==> src/rtl/mux8_rr_arbiter.sv <==
// Round-robin arbiter/sequencer that shares one 8:1 mux path among 8 request channels.
// Latency: grant 1 clock after the req sample in IDLE; at least 3 clocks per grant (IDLE->ACTIVE->RELEASE).
// Backpressure: a requester holds req until served; en low blocks new grants only, and a hold ends on done, req drop or timeout.
module mux8_rr_arbiter #(
  parameter int TIMEOUT = 255,
  parameter int CNT_W   = 16
) (
  input  logic       clk,
  input  logic       rst,
  input  logic       en,
  input  logic [7:0] req,
  input  logic       done,
  output logic [7:0] grant,
  output logic [2:0] sel,
  output logic       busy,
  output logic       timeout_err,
  output logic [2:0] err_id
);

  typedef enum logic [1:0] {
    IDLE    = 2'd0,
    ACTIVE  = 2'd1,
    RELEASE = 2'd2
  } state_t;

  // Counter value on the last permitted ACTIVE cycle; the counter saturates at all-ones.
  localparam logic [CNT_W-1:0] CNT_LAST = CNT_W'(TIMEOUT - 1);
  localparam logic [CNT_W-1:0] CNT_MAX  = '1;

  state_t           state, state_nxt;
  logic [2:0]       ptr, ptr_nxt;
  logic [CNT_W-1:0] cnt, cnt_nxt;
  logic [7:0]       grant_nxt;
  logic [2:0]       sel_nxt;
  logic             busy_nxt;
  logic             terr_nxt;
  logic [2:0]       err_id_nxt;

  logic             pick_vld;
  logic [2:0]       pick_idx;
  logic [2:0]       cand;

  // Rotating priority search: scan from the highest offset down so the lowest offset from ptr wins.
  always_comb begin
    pick_vld = 1'b0;
    pick_idx = ptr;
    cand     = ptr;
    for (int i = 7; i >= 0; i--) begin
      cand = ptr + 3'(i);
      if (req[cand]) begin
        pick_vld = 1'b1;
        pick_idx = cand;
      end
    end
  end

  // Next-state and registered-output logic; timeout_err is a single-cycle pulse by default.
  always_comb begin
    state_nxt  = state;
    ptr_nxt    = ptr;
    cnt_nxt    = cnt;
    grant_nxt  = grant;
    sel_nxt    = sel;
    busy_nxt   = busy;
    terr_nxt   = 1'b0;
    err_id_nxt = err_id;
    case (state)
      IDLE: begin
        grant_nxt = 8'h00;
        busy_nxt  = 1'b0;
        if (en && pick_vld) begin
          state_nxt = ACTIVE;
          sel_nxt   = pick_idx;
          grant_nxt = 8'(1) << pick_idx;
          busy_nxt  = 1'b1;
          cnt_nxt   = '0;
        end
      end
      ACTIVE: begin
        if (cnt != CNT_MAX) begin
          cnt_nxt = cnt + CNT_W'(1);
        end
        if (done || !req[sel] || (cnt == CNT_LAST)) begin
          state_nxt = RELEASE;
          grant_nxt = 8'h00;
          busy_nxt  = 1'b0;
          ptr_nxt   = sel + 3'd1;
          // A done or requester abort in the same cycle takes precedence over the timeout.
          if (!done && req[sel]) begin
            terr_nxt   = 1'b1;
            err_id_nxt = sel;
          end
        end
      end
      RELEASE: begin
        state_nxt = IDLE;
        grant_nxt = 8'h00;
        busy_nxt  = 1'b0;
      end
      default: begin
        state_nxt = IDLE;
        grant_nxt = 8'h00;
        busy_nxt  = 1'b0;
      end
    endcase
  end

  // State and output registers with asynchronous reset so grant drops immediately.
  always_ff @(posedge clk or posedge rst) begin
    if (rst) begin
      state       <= IDLE;
      ptr         <= 3'd0;
      cnt         <= '0;
      grant       <= 8'h00;
      sel         <= 3'd0;
      busy        <= 1'b0;
      timeout_err <= 1'b0;
      err_id      <= 3'd0;
    end else begin
      state       <= state_nxt;
      ptr         <= ptr_nxt;
      cnt         <= cnt_nxt;
      grant       <= grant_nxt;
      sel         <= sel_nxt;
      busy        <= busy_nxt;
      timeout_err <= terr_nxt;
      err_id      <= err_id_nxt;
    end
  end

endmodule
==> config.mk <==
export PLATFORM = sky130hd
export DESIGN_NAME = mux8_rr_arbiter
export DESIGN_NICKNAME = d
export VERILOG_FILES = /design/src/rtl/mux8_rr_arbiter.sv
export SDC_FILE = /design/constraint.sdc
export NUM_CORES = 1
export LEC_CHECK = 0
export ABC_AREA = 1
export BUFFER_PORTS_ARGS = -buffer_cell sky130_fd_sc_hd__buf_2
export CORE_AREA = 2 2 75 77
export DETAILED_ROUTE_END_ITERATION = 12
export DIE_AREA = 0 0 77 79
export GPL_TIMING_DRIVEN = 0
export PLACE_DENSITY = 0.68
export REMOVE_ABC_BUFFERS = 1
export SLEW_MARGIN = 40
export SYNTH_ARGS = -nofsm -noshare
export SYNTH_HDL_FRONTEND = slang
export SYNTH_SLANG_ARGS = --single-unit
==> constraint.sdc <==
create_clock -name clk -period 2.4 [get_ports clk]
set_input_delay 0.12 -clock clk [delete_from_list [all_inputs] [get_ports clk]]
set_output_delay 0.12 -clock clk [all_outputs]
set_load 0.1 [all_outputs]
==> impl_metrics.ini, run 1 <==
[synthesis]
yosys.area.top_type_share_pct = 36.3
syn_avg_cell_area_sq_um = 7.15
yosysTopAreaCell = dfrtp_1
synth_seq_cells = 37
async_flop_share_pct = 100
yosys_warnings = 0
syn_inst = 357
synth_edf_count = 0
synthTopCellsByArea = dfrtp_1, nand2_1, nand3_1
ys_top_cells_by_count = nand2_1, nand3_1, dfrtp_1
ys_seq_area_share_pct = 36.3
synth_area_sq_um = 2550
ys.flop_type = dfrtp_1
synth.most_common_cell = nand2_1
synth_cell_types = 31

[sta]
fin_skew_ns = 0.00967
maxSlewHeadroom_pct = 57.9
fin_crit_sh_pct = 93.4
hold_viol_final = 0
finalSetupViolCount = 0
rsz0062_at_grt = true
tightestPinTransition_ns = 0.631
min_period_ns = 2.24
slew_viol_final = 0
timing.fmax_mhz = 446

[floorplan]
dieWidth_um = 77
placement_rows = 27
initial_core_util_pct = 47.8
die_area_sq_um = 6080
die_y_um = 79
io_pins = 28
core-area_sq_um = 5340

[setup_path]
path_buf_inv = 1
required_ns = 2.59
rrSetupSlack_ns = 0.16
startpoint = ptr[1]
cp_top_family = simple AND/OR/NAND/NOR gates
crit_chain = clkinv_4 -> ha_4 -> nand3_1 -> nand3_1 -> nand2_1 -> nor3_1 -> nand2_1 -> nand2_2 -> nand2_2 -> nand2_8 -> nor2_1 -> o21ai_1 -> nor2_1
r2r-end = cnt[9]
critPathKind = reg -> reg
crit_fanout = 16
endpoint = cnt[9]
crit_path_start_kind = flop
worstRegToRegCells = 13
cp_slowest_cell = dfrtp_2
worstSetupPathDepth = 13
critPathCaptureType = flop
reg2reg_from = ptr[1]
worstPathArrival_ns = 2.43
slowest_delay_ns = 0.43

[global_route]
grt_overflow = 0
grt_pass1_wl_mm = 10.2
grt_max_degree = 38
antenna_found_initial = 0
first_global_vias = 2214
grt_usage_pct = 20.8

[drt]
first_pass_iters = 4
via_per_inst = 5.25
remaining_drc_errors = 0
ant_nets = 0
drtIter0Drc = 141
routed_wl_mm = 6.19
wl_per_cell_um = 13.1
num_vias = 2475

[cts]
clkTransAtPathRegs_ns = 0.08
clock_latency_ns = 0.29
cts_buffers = 5
h-tree-depth = 2
clkSinkCount = 37
cts_tree = built
clockRootBuffer = clkbuf_8
cts_max_path_buffers = 2

[place]
place_hpwl_mm = 4.41
io_buffer_count = 27
gp_congestion = 0.944

[pwr]
power.density_nw_per_um2 = 1510
leakage_nw = 1.48
p_total_mw = 4.63
vdd_drop_max_mv = 1.05

[cells_and_area]
final_util_pct = 57.3
diodes = 0
drive_gt1_share_pct = 24.1
nets = 415
syn_to_final_growth_pct = 19.8

[outcome]
outcome = completed

[hold_path]
hp-class = in -> reg
min-delay-start = done

[run]
maxCapViolations = 0
## worst min-delay path by stage
| stage | depth (start not counted) | slack (ns) | endpoint |
|---|---|---|---|
| 3_5_place_dp | 2 | 0.31 | busy |
| 6_report | 2 | 0.03 | timeout_err |
| 2_1_floorplan | 1 | 0.21 | timeout_err |
| 3_3_place_gp | 2 | 0.34 | timeout_err |
| 5_1_grt | 2 | 0.04 | timeout_err |
| 4_1_cts | 2 | 0.03 | timeout_err |
## cell usage in the layout (no fill, tap or decap), types with 2 or more instances in the layout
cell type,count
buf_6,2
buf_4,10
nor2_1,19
nand2_1,111
nand2_2,13
nand4_1,3
o21ai_1,10
nand3_1,32
xor2_1,11
nand3_4,2
nor3_1,8
nor4_1,6
inv_6,2
xor2_2,2
clkinv_4,2
clkbuf_8,5
a21oi_1,6
nand3_2,11
inv_2,5
dfrtp_1,34
buf_2,27
o22ai_1,6
inv_1,32
ha_1,3
o31ai_1,5
ha_4,2
o21ai_0,13
dfrtp_2,3
## through the flow
stage	setup WS, ns	hold WS [ns]	area, sq um	TNS [ns]	instances
5_1_grt	-0.0956	0.0433	3060	-0.575	471
4_1_cts	0.00461	0.0251	2880	0	461
3_3_place_gp	-0.379	0.339	2720	-7.26	450
6_report	0.158	0.0323	3060	0	471
2_1_floorplan	-0.131	0.215	2490	-0.406	351
3_5_place_dp	-0.422	0.312	2720	-8.04	450
## power by group
part / internal (mW) / switching, mW / leakage [nW] / total [mW]
clock: 0.311 / 0.237 / 0.0543 / 0.547
combinational: 0.955 / 2.23 / 0.925 / 3.19
sequential: 0.751 / 0.145 / 0.500 / 0.896
total: 2.02 / 2.61 / 1.48 / 4.63
## cell type report
cell class	count	area, sq um
Clock buffer	5	68.8
Clock inverter	3	46.3
Fill cell	533	2280
Inverter	43	180
Multi-Input combinational cell	271	1500
Sequential cell	37	930
Tap cell	72	90.1
Timing Repair Buffer	40	243
## per-layer routing
metal / up-vias / GRT usage [%] / share of wire (%)
met5: - / 0 / 0
met4: 0 / 5.00 / 1.6
met3: 12 / 4.20 / 3.7
met2: 53 / 32.9 / 46
met1: 1160 / 29.4 / 49
li1: 1250 / - / -
## sequential cells by signal, summed over array words and instances, names as in the netlist
register	count
sel	3
cnt	16
state	2
busy	1
ptr	3
timeout_err	1
grant	8
err_id	3
## repair_timing
action | CTS | global route
hold buffers | 1 | 0
pin swaps | 0 | 6
cloned | 0 | 0
setup endpoints to repair | 29 | 34
gates resized for setup | 7 | 21
setup buffers | 2 | 10
hold endpoints to repair | 30 | 0
## cell families (layout without fill, tap and decap cells)
family | after synthesis | count (layout) | share of synthesized area [%]
DFF | 37 | 37 | 36.3
buffers and inverters | 49 | 91 | 8.92
AOI/OAI and AO/OA | 41 | 41 | 8.97
xor gates and xnor gates | 15 | 15 | 5.14
and+or+nand+nor | 210 | 210 | 38.3
adders and majority gates | 5 | 5 | 2.45
No activity file was read; power rests on OpenSTA's default activity.
==> run 2, diff against run 1 <==
HOLD_SLACK_MARGIN = 0.1   (was unset)
==> run 2 against run 1 <==
- register-to-register slack is essentially flat
- count of clock-buffer cells in the layout is the same
- highest routed layer unchanged
- critical endpoint unchanged
- critical path depth is the same
- core utilization grew 0.19 points
- fmax is essentially flat
- wire length grew 0.11%
- non-clock buffer count grew 1
- largest cell class unchanged
- sequential cell count is the same
==> impl_metrics.ini, run 2 (synthesis gave the netlist of run 1 again) <==
[outcome]
outcome = completed

[place]
dp_slack_ns = -0.422
io_buffer_count = 27
place_hpwl_mm = 4.41
dp.cells = 450
gp_congestion = 0.944

[setup_path]
cp_slowest_cell = dfrtp_2
cp_top_family = simple AND/OR/NAND/NOR gates
rrSetupSlack_ns = 0.16
reg2reg_from = ptr[1]
worstRegToRegCells = 13
critPathCaptureType = flop
crit_path_start_kind = flop
worstPathArrival_ns = 2.43
crit_fanout = 16
r2r-end = cnt[9]
crit_chain = clkinv_4 -> ha_4 -> nand3_1 -> nand3_1 -> nand2_1 -> nor3_1 -> nand2_1 -> nand2_2 -> nand2_2 -> nand2_8 -> nor2_1 -> o21ai_1 -> nor2_1
slowest_delay_ns = 0.42
critPathKind = reg -> reg
path_buf_inv = 1
required_ns = 2.59

[cells_and_area]
diodes = 0
largest_reg_flops = 16
nets = 416
regMostFlops = cnt
drive_gt1_share_pct = 24.0
layout_commonest_cell = nand2_1
reg.largest.list = cnt x16, grant x8
mostFrequentLayoutCells = nand2_1, dfrtp_1, inv_1, nand3_1, buf_2
syn_to_final_growth_pct = 20.2
fillers = 532
layout.cells.non_filler = 472

[drt]
dr_wl_met3_um = 279
wl_per_cell_um = 13.1
via_per_inst = 5.24
first_pass_iters = 4
ant_nets = 0
drtIter0Drc = 142
routed_wl_mm = 6.19
wl_met1_mm = 2.97
num_vias = 2471
remaining_drc_errors = 0
top_layer_used = met4
route.met2.wl_mm = 2.84

[pwr]
leakage_nw = 1.48
power.density_nw_per_um2 = 1510
vdd_drop_max_mv = 1.05
p_total_mw = 4.63

[floorplan]
core-area_sq_um = 5340
placement_rows = 27
dieWidth_um = 77
die_y_um = 79
initial_core_util_pct = 47.8
io_pins = 28
die_area_sq_um = 6080

[sta]
slew_viol_final = 0
fin_skew_ns = 0.00993
hold_viol_final = 0
finalSetupViolCount = 0
rsz0062_at_grt = true
min_period_ns = 2.24
fin_crit_sh_pct = 93.4
maxSlewHeadroom_pct = 57.9
timing.fmax_mhz = 446
tightestPinTransition_ns = 0.631
fin_ws_ns = 0.158

[global_route]
grt_usage_pct = 20.8
grt_max_degree = 38
grt_pass1_wl_mm = 10.3
first_global_vias = 2214
antenna_found_initial = 0
grt_overflow = 0

[hold_path]
hp-class = in -> reg
min-delay-start = en
min_path_cells = 5
min_to = grant[3]

[cts]
clkTransAtPathRegs_ns = 0.08
clkSinkCount = 37
clock_latency_ns = 0.29
cts_tree = built
cts_buffers = 5
h-tree-depth = 2
cts_max_path_buffers = 2
clockRootBuffer = clkbuf_8

[run]
maxCapViolations = 0
run 2: worst max-delay path by stage:
stage / startpoint / to / depth (start not counted)
finish: ptr[1] / cnt[9] / 13
global route: state[0] / err_id[0] / 7
CTS: ptr[0] / cnt[0] / 16
detailed placement: ptr[0] / cnt[0] / 16
global placement: ptr[0] / cnt[0] / 16
floorplan: sel[0] / ptr[0] / 11
run 2: where the power goes:
part | switching [mW] | total [mW] | internal [mW] | leakage [nW]
registers | 0.145 | 0.896 | 0.751 | 0.500
logic | 2.23 | 3.19 | 0.956 | 0.929
clock network | 0.237 | 0.548 | 0.311 | 0.0543
run 2: layer usage:
layer  global-route usage, %  up-vias
met2                    33.1       59
met5                       0        -
met3                    4.20       12
li1                        -     1251
met4                    5.00        0
met1                    29.5     1149
run 2: area by class of cell:
type / instances / area, sq um / area share [%]
clock buffer: 5 / 68.8 / 2.24
clock inverter: 3 / 46.3 / 1.51
inverter: 43 / 180 / 5.87
multi-input combinational: 271 / 1500 / 48.9
sequential: 37 / 930 / 30.3
tap: 72 / 90.1 / 2.94
timing repair buffer: 41 / 253 / 8.23
run 2: worst min-delay path, stage by stage:
cell and delay [ns]:
buf_2 0.10, nand2_2 0.10, nor3_4 0.07, nand2_1 0.09, o21ai_1 0.06
run 2: metrics by stage:
stage	hold slack, ns	utilization [%]	cell area, sq um	TNS, ns
floorplan	0.215	-	2490	-0.406
global placement	0.339	50.9	2720	-7.26
detailed placement	0.312	50.9	2720	-8.04
CTS	0.288	54.1	2890	0
global route	0.337	57.5	3070	-0.575
finish	0.284	57.5	3070	0
run 2: what timing repair did:
action	4_1_cts	5_1_grt
cloned	0	0
endpoints found under the setup margin	29	34
hold buffers	2	0
hold endpoints to repair	38	0
buffers inserted	2	10
gates resized for setup	7	21
pin swaps	0	6
